===== src/rtl/instr_encoder.sv =====
// ----------------------------------------------------------------------------
// instr_encoder
//
// Encodes LEGv8-style instruction fields (D-type LDUR/STUR, CB-type CBZ,
// R-type ADD/SUB/AND/ORR) into 32-bit words and writes them one at a time
// into consecutive instruction-memory locations starting at address 0.
//
// Handshake: a request is accepted on a rising clk edge where in_valid and
// in_ready are both 1. in_ready is only high in IDLE with clear low (and
// reset released), so at most one request is in flight; the write follows
// in the next cycle, giving one word per two cycles.
//
// Parameters:
//   DEPTH   - number of words that may be written (must be <= 2**ADDR_W)
//   ADDR_W  - instruction-memory address width
//
// Ports:
//   clk        - clock, rising edge
//   reset      - asynchronous active-low reset
//   in_valid   - request present on op_sel/rd/rn/rm/imm
//   in_ready   - request accepted this cycle if in_valid is high
//   op_sel     - 0 LDUR, 1 STUR, 2 CBZ, 3 ADD, 4 SUB, 5 AND, 6 ORR, 7 illegal
//   rd         - Rd (R-type) or Rt (D/CB-type)
//   rn, rm     - source registers
//   imm        - [8:0] DT_address (D-type), [18:0] offset (CB-type)
//   clear      - synchronous restart of pointer, count and err
//   imem_we    - instruction-memory write enable (high only in WRITE)
//   imem_addr  - write address (current pointer)
//   imem_wdata - encoded word
//   count      - words written so far
//   full       - count == DEPTH
//   err        - sticky: an illegal op_sel was accepted
//   state_dbg  - FSM state (0 IDLE, 1 WRITE, 2 FULL)
// ----------------------------------------------------------------------------
module instr_encoder #(
    parameter int DEPTH  = 64,
    parameter int ADDR_W = 6
) (
    input  logic              clk,
    input  logic              reset,
    input  logic              in_valid,
    output logic              in_ready,
    input  logic [2:0]        op_sel,
    input  logic [4:0]        rd,
    input  logic [4:0]        rn,
    input  logic [4:0]        rm,
    input  logic [18:0]       imm,
    input  logic              clear,
    output logic              imem_we,
    output logic [ADDR_W-1:0] imem_addr,
    output logic [31:0]       imem_wdata,
    output logic [ADDR_W:0]   count,
    output logic              full,
    output logic              err,
    output logic [1:0]        state_dbg
);

    localparam logic [ADDR_W:0] DEPTH_C = (ADDR_W+1)'(DEPTH);

    typedef enum logic [1:0] {
        IDLE  = 2'd0,
        WRITE = 2'd1,
        FULL  = 2'd2
    } state_t;

    state_t              state_q, state_d;
    logic [ADDR_W-1:0]   ptr_q, ptr_d;
    logic [ADDR_W:0]     count_q, count_d;
    logic                err_q, err_d;
    logic [31:0]         word_q, word_d;
    logic [31:0]         enc;
    logic                accept;

    // Field encoder: each format only picks up the inputs it uses.
    always_comb begin
        enc = 32'h0;
        case (op_sel)
            3'd0:    enc = {11'h7C2, imm[8:0], 2'b00, rn, rd};
            3'd1:    enc = {11'h7C0, imm[8:0], 2'b00, rn, rd};
            3'd2:    enc = {8'hB4, imm, rd};
            3'd3:    enc = {11'h458, rm, 6'b0, rn, rd};
            3'd4:    enc = {11'h658, rm, 6'b0, rn, rd};
            3'd5:    enc = {11'h450, rm, 6'b0, rn, rd};
            3'd6:    enc = {11'h550, rm, 6'b0, rn, rd};
            default: enc = 32'h0;
        endcase
    end

    // reset is included so in_ready is 0 while reset is held, even though
    // the state register already reads IDLE.
    assign in_ready = reset && (state_q == IDLE) && !clear;
    assign accept   = in_valid && in_ready;

    always_comb begin
        state_d = state_q;
        ptr_d   = ptr_q;
        count_d = count_q;
        err_d   = err_q;
        word_d  = word_q;
        if (clear) begin
            state_d = IDLE;
            ptr_d   = '0;
            count_d = '0;
            err_d   = 1'b0;
        end else begin
            case (state_q)
                IDLE: begin
                    if (accept) begin
                        if (op_sel == 3'd7) begin
                            err_d = 1'b1;
                        end else begin
                            word_d  = enc;
                            state_d = WRITE;
                        end
                    end
                end
                WRITE: begin
                    ptr_d   = ptr_q + ADDR_W'(1);
                    count_d = count_q + (ADDR_W+1)'(1);
                    state_d = (count_d == DEPTH_C) ? FULL : IDLE;
                end
                FULL: begin
                    state_d = FULL;
                end
                default: begin
                    state_d = IDLE;
                end
            endcase
        end
    end

    always_ff @(posedge clk or negedge reset) begin
        if (!reset) begin
            state_q <= IDLE;
            ptr_q   <= '0;
            count_q <= '0;
            err_q   <= 1'b0;
            word_q  <= '0;
        end else begin
            state_q <= state_d;
            ptr_q   <= ptr_d;
            count_q <= count_d;
            err_q   <= err_d;
            word_q  <= word_d;
        end
    end

    // clear aborts a pending write in the same cycle.
    assign imem_we    = (state_q == WRITE) && !clear;
    assign imem_addr  = ptr_q;
    assign imem_wdata = word_q;
    assign count      = count_q;
    assign full       = (count_q == DEPTH_C);
    assign err        = err_q;
    assign state_dbg  = state_q;

endmodule

===== config.mk =====
export PLATFORM = sky130hd
export DESIGN_NAME = instr_encoder
export DESIGN_NICKNAME = d
export VERILOG_FILES = /design/src/rtl/instr_encoder.sv
export SDC_FILE = /design/constraint.sdc
export NUM_CORES = 1
export LEC_CHECK = 0
export CAP_MARGIN = 0
export CORE_MARGIN = 2
export CORE_UTILIZATION = 47
export CTS_CLUSTER_SIZE = 10
export DETAILED_ROUTE_END_ITERATION = 7
export PLACE_DENSITY = 0.85
export RECOVER_POWER = 100
export SKIP_CTS_REPAIR_TIMING = 1
export SYNTH_ARGS = -nofsm -noshare
export SYNTH_HDL_FRONTEND = slang
export SYNTH_SLANG_ARGS = --single-unit

===== constraint.sdc =====
create_clock -name clk -period 3.7 [get_ports clk]
set_clock_uncertainty 0.15 [all_clocks]
set_input_delay 0.74 -clock clk [delete_from_list [all_inputs] [get_ports clk]]
set_output_delay 0.74 -clock clk [all_outputs]
set_load 0.01 [all_outputs]

==> summary.txt, run 1 <==
Status
  • Status: finished, final reports clean

Setup path
  • CP max stage cell: dlygate4sd3_1
  • WP data arrival: 2.25 ns
  • Cell family with most CP delay: buffers and inverters
  • FF-to-FF setup slack: 1.15 ns
  • Reg2reg end: imem_wdata[19]
  • Critical Path Start Type: input pin
  • Crit Reg-Reg Startpoint: state_dbg[0]
  • WP data required: 2.81 ns
  • CP Max Fanout: 2
  • Slowest stage delay, CP: ~0.67 ns
  • CP cell instances: clkdlybuf4s50_1, nor4b_1, dlygate4sd3_1
  • Worst Setup End Kind: output pin
  • Reg2Reg Depth: 4
  • Buffer and inverter count on the worst path: 2
  • WS Path Type: in -> out

Drt
  • WL final: 5540 um
  • Via density: 5.06
  • Wire per inst: between 10 and 15 um
  • Post-route ant nets: 0
  • Via count: 1,995
  • Initial drt markers: 138
  • 1st-pass router iterations: 5
  • DR DRC count: 0

Worst hold path
  • Min-Delay Path Class: reg -> reg
  • Worst Hold Depth: 1
  • Hold Startpoint: imem_wdata[31]
  • WHS Endpoint: imem_wdata[31]

Yosys
  • Synth Register Bits: between 40 and 50
  • Post-synth EDFFs: 0
  • Synthesized area per cell: 9.90 um^2
  • Synthesis warning total: 0
  • Synth top area share: roughly half
  • Net Count, Synth: 284
  • Synth unique cells: 41
  • Seq/Total Area, Yosys: around half
  • Ys flop type: dfrtp_1
  • Mapped cell area: 2370 um^2
  • Synth top area cells: dfrtp_1 (51%), nand2_1 (7.3%), nor2_1 (4.0%)
  • Synthesized instance count: 239
  • Area leader, netlist: dfrtp_1
  • Async S/R FF share, synth: 100%

Global route
  • Vias in the first global route: 1,857
  • Largest net degree at the start of global routing: 49
  • First-pass GRT wire length: around 8800 um
  • Antenna violations before repair: 0
  • Global route total overflow: 0
  • All-Layer GR Usage: 20.5%

Clocking
  • Htree depth: 2
  • Clock tree buffer depth: 2
  • CTS tree: built
  • Clock Pin Slew Worst Setup and Hold Paths: 0.09 ns
  • CTS root buf: clkbuf_8
  • Num CTS Buffers: 5
  • Latest clock arrival within the worst-skew pair: between 0.2 and 0.3 ns
  • Clock sinks: 48

Pwr
  • Sequential fraction of design power: 49.9%
  • Internal Power: 901 uW
  • LEAKAGE: 0.00158 uW
  • Worst vdd ir: 0.290 mV
  • NetSw: 338 uW
  • Part of the power in combinational logic: 24.3%
  • Clk pwr share: 25.8%
  • PD cells: 368 nW/um^2
  • Switch share: 27.3%

Placement
  • Placed insts: approximately 390
  • IO buf count: 91
  • DP HPWL: 4180 um
  • RD Place Congestion: 0.877

Timing
  • Fin crit share: between 80% and 90%
  • Max Fclk: 318 MHz
  • RSZ-0062 raised after global routing: false
  • Pins over their slew limit: 0
  • Slew headroom: 48.5%
  • Post-route minimum period: 3.14 ns
  • Final Hold Fails: 0
  • Final setup fails: 0
  • Actual slew at the worst max-slew pin: 0.771 ns
  • Fin Setup TNS: 0 ns

Floorplanning
  • Die area: 5620 um^2
  • Starting Density: around half
  • Die Y-Extent: between 70 and 80 um
  • I/O Pins: 92
  • Core area: 4790 um^2
  • Die width: 75.0 um
  • Row count: 25

Cells and area
  • Final std cells w/o fill: 394
  • Final #Nets: 371
  • Commonest cells after routing, fill and taps aside: dlygate4sd3_1 (51), dfrtp_1 (48), nand2_1 (47), clkdlybuf4s50_1 (39), nor2_1 (25)
  • Share of layout cells above drive strength 1: 4.89%
  • N_diodes: 0
  • Commonest non-fill, non-tap cell in the layout: dlygate4sd3_1
  • Layout Area Growth over Synthesis: 42.2%

Job
  • Max-Cap Viols: 0
## synth_stat cells, types with 2 or more instances
cell type and n:
a21boi_0 5, ha_1 4, nor2b_1 2, a32oi_1 4, o41ai_1 3, a21oi_1 6, buf_6 2, xnor2_1 5
mux2i_1 5, o22a_1 5, o41ai_2 2, inv_1 5, dfrtp_1 48, a22o_1 6, o21ai_0 13, nor2_1 25
nand3_1 4, clkbuf_1 14, nor3_1 3, nand2_1 46, xor2_1 7, nand2b_1 3, nand4_1 4
## worst max path at each step
stage                      from  slack [ns]        endpoint  depth (start not counted)
after global placement    clear        0.75         imem_we                          4
after detailed placement  clear        0.72        in_ready                          3
final                     clear        0.56        in_ready                          3
after CTS                 clear        0.72        in_ready                          3
after global routing      clear        0.46   imem_wdata[0]                          7
after floorplan           clear        1.44  imem_wdata[24]                          5
## state kept, by name, summed over array words and instances (netlist names)
name and flops:
count 7, state_dbg 2, imem_addr 6, imem_wdata 32, err 1
## kinds of logic (layout without fill, tap and decap cells)
| kind of cell | count (synthesis) | after routing | synth area share [%] |
|---|---|---|---|
| DFF | 48 | 48 | 50.7 |
| adders and majority gates | 4 | 4 | 2.11 |
| AOI/OAI and AO/OA | 52 | 52 | 16.8 |
| muxes | 5 | 5 | 2.11 |
| xor gates and xnor gates | 12 | 12 | 4.44 |
| buffers and inverters | 21 | 109 | 3.96 |
| and+or+nand+nor | 97 | 97 | 19.8 |
## routing by layer
metal | vias to the layer above | track usage, % | wire length (um)
met5 | - | 0 | 0
met4 | 0 | 5.95 | 54
met3 | 5 | 3.61 | 257
met2 | 50 | 32.5 | 2780
met1 | 939 | 29.1 | 2450
li1 | 1001 | - | -
## power groups by stage
stage          logic (uW)  registers (uW)  clock network [uW]
6_report              301             618                 319
5_1_grt               331             627                 350
4_1_cts               336             622                 327
3_5_place_dp          335             631                   0
3_3_place_gp          328             630                   0
2_1_floorplan         102             658                   0
## per-stage QoR
step | instance area (um^2) | utilization [%] | total power, uW | setup slack [ns] | hold slack [ns]
finish | 3370 | 70.4 | 1240 | 0.560 | 0.322
CTS | 3420 | 71.4 | 1290 | 0.717 | 0.335
detailed placement | 3320 | 69.4 | 965 | 0.725 | 0.311
floorplan | 2370 | - | 760 | 1.44 | 0.294
global route | 3370 | 70.4 | 1310 | 0.464 | 0.350
global placement | 3320 | 69.4 | 958 | 0.748 | 0.299
## area by class of cell
class / instances / area, um^2
fillers: 392 / 1420
flip-flops and latches: 48 / 1200
multi-input cells: 170 / 1030
clock inverters: 2 / 15.0
clock buffers: 6 / 82.6
repair buffers: 96 / 938
well taps: 67 / 83.8
inverters: 5 / 18.8
(Power assumes the default switching activity.)
==> run 2: changes to the inputs <==
Settings changed: CORE_UTILIZATION 47 to 39, PLACE_DENSITY 0.85 to 0.76.
Clock period 3.7 ns to 2.8 ns, I/O delays scaled along.
==> summary.txt, run 2 (same netlist as run 1, synthesis figures left out) <==
Status
  • Status: finished, final reports clean (unchanged)

Timing
  • Actual slew at the worst max-slew pin: 1.19 ns (was 0.771 ns)
  • Pins over their slew limit: 0 (unchanged)
  • Fin Setup TNS: 0 ns (unchanged)
  • Final Hold Fails: 0 (unchanged)
  • RSZ-0062 raised after global routing: false (unchanged)
  • Fin crit share: a little over nine tenths
  • Post-route minimum period: 2.67 ns
  • Final setup fails: 0 (unchanged)
  • Max Fclk: 374 MHz
  • Slew headroom: 21.0% (was 48.5%)

Floorplanning
  • I/O Pins: 92 (unchanged)
  • Die Y-Extent: 81.9 um (was 75.0 um)
  • Core area: 5890 um^2 (was 4790 um^2)
  • Row count: 28 (was 25)
  • Die width: 81.9 um (was 75.0 um)
  • Die area: 6710 um^2 (was 5620 um^2)
  • Starting Density: 40.2% (was 49.5%)

Pwr
  • LEAKAGE: 0.00160 uW (was 0.00158 uW)
  • Overall Power: 1810 uW (was 1240 uW)
  • PD cells: 526 nW/um^2 (was 368 nW/um^2)
  • Worst vdd ir: 0.288 mV (was 0.290 mV)

Drt
  • Post-route ant nets: 0 (unchanged)
  • WL final: 5810 um (was 5540 um)
  • Via density: 5.05 (was 5.06)
  • Wire per inst: 14.4 um (was 14.1 um)
  • DR DRC count: 0 (unchanged)
  • Initial drt markers: 70 (was 138)
  • 1st-pass router iterations: 4 (was 5)
  • Via count: 2,035 (was 1,995)

Placement
  • Placed insts: 396 (was 386)
  • RD Place Congestion: 0.762 (was 0.877)
  • DP HPWL: 4280 um (was 4180 um)
  • IO buf count: 91 (unchanged)

Worst hold path
  • Worst Hold Depth: 2 (was 1)
  • Min-Delay Path Class: reg -> reg (unchanged)
  • Hold Startpoint: imem_wdata[0] (was imem_wdata[31])
  • WHS Endpoint: imem_wdata[0] (was imem_wdata[31])

Setup path
  • Cell family with most CP delay: buffers and inverters (unchanged)
  • CP max stage cell: clkdlybuf4s50_1 (was dlygate4sd3_1)
  • Worst Setup End Kind: output pin (unchanged)
  • WP data required: 2.09 ns (was 2.81 ns)
  • WP data arrival: 1.96 ns (was 2.25 ns)
  • Slowest stage delay, CP: 0.52 ns (was 0.67 ns)
  • WS Path Type: in -> out (unchanged)
  • Crit Reg-Reg Startpoint: state_dbg[0] (unchanged)
  • Crit. Startpoint: clear (unchanged)
  • Most frequent CP cell: clkdlybuf4s50_1
  • Reg2Reg Depth: 5 (was 4)
  • Buffer and inverter count on the worst path: 3 (was 2)
  • CP cell instances: clkdlybuf4s50_1, buf_2, nor2_1, clkdlybuf4s50_1 (was clkdlybuf4s50_1, nor4b_1, dlygate4sd3_1)
  • CP Max Fanout: 17 (was 2)
  • Reg2reg end: imem_wdata[11] (was imem_wdata[19])
  • FF-to-FF setup slack: 0.44 ns (was 1.15 ns)
  • Critical Path Start Type: input pin (unchanged)

Cells and area
  • Number of flip-flops in the largest register: 32 (unchanged)
  • Commonest non-fill, non-tap cell in the layout: dlygate4sd3_1 (unchanged)
  • Commonest cells after routing, fill and taps aside: dlygate4sd3_1 (49), dfrtp_1 (48), nand2_1 (47), clkdlybuf4s50_1 (41), nor2_1 (25) (was dlygate4sd3_1 (51), dfrtp_1 (48), nand2_1 (47), clkdlybuf4s50_1 (39), nor2_1 (25))
  • Final #Nets: 373 (was 371)
  • Layout Area Growth over Synthesis: 44.9% (was 42.2%)
  • N_diodes: 0 (unchanged)
  • Share of layout cells above drive strength 1: 4.88% (was 4.89%)
  • Final std cells w/o fill: 403 (was 394)
  • Fillers: 514 (was 392)

Clocking
  • CTS tree: built (unchanged)
  • CTS root buf: clkbuf_8 (unchanged)
  • Latest clock arrival within the worst-skew pair: 0.30 ns (was 0.29 ns)
  • Htree depth: 2 (unchanged)
  • Clock Pin Slew Worst Setup and Hold Paths: 0.09 ns (about the same)
  • Num CTS Buffers: 5 (unchanged)
  • Clock tree buffer depth: 2 (unchanged)
  • Clock sinks: 48 (unchanged)

Global route
  • All-Layer GR Usage: 18.4% (was 20.5%)
  • Largest net degree at the start of global routing: 49 (unchanged)
  • Vias in the first global route: 1,987 (was 1,857)
  • First-pass GRT wire length: 9380 um (was 8790 um)
  • Global route total overflow: 0 (unchanged)
  • Antenna violations before repair: 0 (unchanged)

Job
  • Max-Cap Viols: 0 (unchanged)
## run 2: cell count changes in the layout (fill, tap and decap cells not counted), sizes merged
cell           before  now
clkdlybuf4s50      39   41
dlygate4sd3        51   49
buf                 4    3
bufinv              0    2
clkinvlp            2    0
clkbuf              8   10
## run 2: worst register-to-register path, cell delays in order (launching register included)
cell and delay [ns]:
dfrtp_1 0.46, nor4b_4 0.34, clkbuf_1 0.22, nand2_1 0.21, nor3_1 0.69, a22o_1 0.22
## run 2: cell type report
class | instances | area [um^2] | share of cell area [%]
Multi-Input combinational cell | 170 | 1040 | 30.5
Clock inverter | 2 | 60.1 | 1.75
Timing Repair Buffer | 98 | 942 | 27.5
Tap cell | 75 | 93.8 | 2.74
Sequential cell | 48 | 1200 | 35.0
Inverter | 5 | 18.8 | 0.547
Clock buffer | 5 | 68.8 | 2.01
## run 2: worst max path at each step
stage          slack, ns             end  depth (start not counted)
5_1_grt             0.05         imem_we                          4
3_3_place_gp        0.11        in_ready                          3
4_1_cts             0.11        in_ready                          3
2_1_floorplan       0.72  imem_wdata[24]                          5
6_report            0.13         imem_we                          4
3_5_place_dp        0.12        in_ready                          3
## run 2: power breakdown
part	switching [uW]	leakage (uW)	internal (uW)	total [uW]
combinational	185	0.000919	219	404
sequential	45.8	0.000620	773	819
clock	231	0.0000642	352	583
## run 2: through the flow
stage	cell area, um^2	hold slack (ns)	utilization, %	setup slack, ns
finish	3430	0.328	58.3	0.126
global route	3430	0.352	58.3	0.0496
CTS	3470	0.247	59.0	0.112
detailed placement	3340	0.314	56.8	0.116
global placement	3340	0.303	56.8	0.107
floorplan	2370	0.114	-	0.717
## run 2: metal layers
layer / track usage [%] / routed length (um) / vias up
met3: 6.81 / 449 / 5
met4: 4.50 / 43 / 0
met5: 0 / 0 / -
li1: - / - / 1002
met2: 31.4 / 2890 / 64
met1: 22.0 / 2430 / 964
==> run 3: changes to the inputs <==
Clock period 2.8 ns to 2.2 ns, I/O delays scaled along.
==> summary.txt, run 3 (same netlist as run 1, synthesis figures left out) <==
Status
  • Status: finished, final reports clean (unchanged)

Timing
  • Post-route minimum period: 2.10 ns
  • Pins over their slew limit: 0 (unchanged)
  • Slew headroom: 19.9% (was 21.0%)
  • Max Fclk: roughly 480 MHz
  • Final Hold Fails: 0 (unchanged)
  • Post-route setup slack: 0.0968 ns (was 0.126 ns)
  • RSZ-0062 raised after global routing: false (unchanged)
  • Fin Setup TNS: 0 ns (unchanged)
  • Fin crit share: a little over nine tenths
  • Min Hold Slack: 0.324 ns (was 0.328 ns)
  • Final setup fails: 0 (unchanged)
  • Actual slew at the worst max-slew pin: 1.20 ns (was 1.19 ns)

Drt
  • Post-route ant nets: 0 (unchanged)
  • M1 WL: 2460 um (was 2430 um)
  • Wire per inst: 14.0 um (was 14.4 um)
  • DR DRC count: 0 (unchanged)
  • Via count: 2,147 (was 2,035)
  • WL final: 5870 um (was 5810 um)
  • Via density: 5.14 (was 5.05)
  • Met3 WL: 398 um (was 449 um)
  • Highest metal layer with signal wires: met4 (unchanged)
  • 1st-pass router iterations: 5 (was 4)
  • Initial drt markers: 70 (unchanged)
  • DR WL met2: 2970 um (was 2890 um)

Cells and area
  • FF/Latch Area: 1200 um^2 (unchanged)
  • Number of flip-flops in the largest register: 32 (unchanged)
  • Multi-input logic area: 1040 um^2 (about the same)
  • Final #Nets: 387 (was 373)
  • Share of layout cells above drive strength 1: 8.45% (was 4.88%)
  • N_diodes: 0 (unchanged)
  • Commonest non-fill, non-tap cell in the layout: dfrtp_1 (was dlygate4sd3_1)
  • Commonest cells after routing, fill and taps aside: dfrtp_1 (48), nand2_1 (47), dlygate4sd3_1 (47), clkdlybuf4s50_1 (40), nor2_1 (25) (was dlygate4sd3_1 (49), dfrtp_1 (48), nand2_1 (47), clkdlybuf4s50_1 (41), nor2_1 (25))
  • Final std cells w/o fill: 418 (was 403)
  • Layout Area Growth over Synthesis: 48.4% (was 44.9%)
  • Fillers: 545 (was 514)

Clocking
  • Clock tree buffer depth: 2 (unchanged)
  • Num CTS Buffers: 5 (unchanged)
  • Clock sinks: 48 (unchanged)
  • CTS root buf: clkbuf_8 (unchanged)
  • Latest clock arrival within the worst-skew pair: 0.30 ns (about the same)
  • Clock Pin Slew Worst Setup and Hold Paths: 0.09 ns (about the same)
  • CTS tree: built (unchanged)
  • Htree depth: 2 (unchanged)

Worst hold path
  • WHS Endpoint: imem_wdata[31] (was imem_wdata[0])
  • Hold Startpoint: imem_wdata[31] (was imem_wdata[0])
  • Worst Hold Depth: 1 (was 2)
  • Min-Delay Path Class: reg -> reg (unchanged)

Pwr
  • Worst vdd ir: 0.392 mV (was 0.288 mV)
  • Overall Power: 2210 uW (was 1810 uW)
  • PD cells: 629 nW/um^2 (was 526 nW/um^2)
  • LEAKAGE: 0.00168 uW (was 0.00160 uW)

Global route
  • All-Layer GR Usage: 18.5% (was 18.4%)
  • Largest net degree at the start of global routing: 49 (unchanged)
  • Antenna violations before repair: 0 (unchanged)
  • First-pass GRT wire length: 9440 um (was 9380 um)
  • Global route total overflow: 0 (unchanged)
  • Vias in the first global route: 2,092 (was 1,987)

Setup path
  • CP Max Fanout: 6 (was 17)
  • WP data arrival: 1.51 ns (was 1.96 ns)
  • Reg2Reg Depth: 6 (was 5)
  • WS Path Type: reg -> out (was in -> out)
  • FF-to-FF setup slack: 0.31 ns (was 0.44 ns)
  • Worst Setup End Kind: output pin (unchanged)
  • Crit Reg-Reg Startpoint: state_dbg[0] (unchanged)
  • Critical Path Start Type: flip-flop (was input pin)
  • Reg2reg end: imem_wdata[13] (was imem_wdata[11])
  • WP data required: 1.61 ns (was 2.09 ns)

Floorplanning
  • I/O Pins: 92 (unchanged)
  • Starting Density: 40.2% (unchanged)
  • Core area: 5890 um^2 (unchanged)
  • Row count: 28 (unchanged)
  • Die Y-Extent: 81.9 um (unchanged)
  • Die area: 6710 um^2 (unchanged)
  • Die width: 81.9 um (unchanged)

Placement
  • Placed insts: 410 (was 396)
  • DP HPWL: 4450 um (was 4280 um)
  • IO buf count: 91 (unchanged)
  • Pre-CTS setup slack: -0.221 ns (was 0.116 ns)
  • RD Place Congestion: 0.794 (was 0.762)

Job
  • Max-Cap Viols: 0 (unchanged)
==> run 3: changes by cell type in the layout (fill, tap and decap cells not counted), sizes merged <==
cell / previous run / this run
bufinv: 2 / 1
dlymetal6s2s: 0 / 2
dlygate4sd3: 49 / 47
clkbuf: 10 / 12
clkdlybuf4s50: 41 / 40
clkinvlp: 0 / 1
clkinv: 0 / 1
buf: 3 / 16
==> run 3: worst max-delay path: stages (launching register included) <==
cell and delay (ns):
dfrtp_1 0.35, clkbuf_1 0.23, dlygate4sd3_1 0.64
==> run 3: power breakdown <==
group          total (uW)  internal (uW)  switching (uW)
combinational         530            293             237
clock                 638            337             302
sequential           1040            983            57.5
total                2210           1610             597
==> run 3: worst max-delay path by stage <==
stage | startpoint | end | slack, ns | cells past startpoint
after global routing | clear | imem_wdata[20] | 0.01 | 5
after detailed placement | clear | in_ready | -0.22 | 3
final | count[0] | count[0] | 0.1 | 2
after CTS | clear | in_ready | -0.23 | 3
after floorplan | clear | imem_wdata[24] | 0.24 | 5
after global placement | clear | in_ready | -0.22 | 3
==> run 3: area by class of cell <==
type	count	share of cell area [%]
clock buffer	5	1.96
clock inverter	3	1.21
inverter	5	0.534
multi-input combinational	170	29.6
sequential	48	34.2
tap	75	2.67
timing repair buffer	112	29.8
==> run 3: through the flow <==
stage	instance area [um^2]	utilization [%]
floorplan	2370	-
global placement	3460	58.8
detailed placement	3460	58.8
CTS	3570	60.7
global route	3510	59.7
finish	3510	59.7
==> run 3: per-layer routing <==
layer | vias to the layer above | global-route usage (%)
li1 | 1036 | -
met1 | 1047 | 21.2
met2 | 59 | 32.6
met3 | 5 | 5.93
met4 | 0 | 5.50
met5 | - | 0
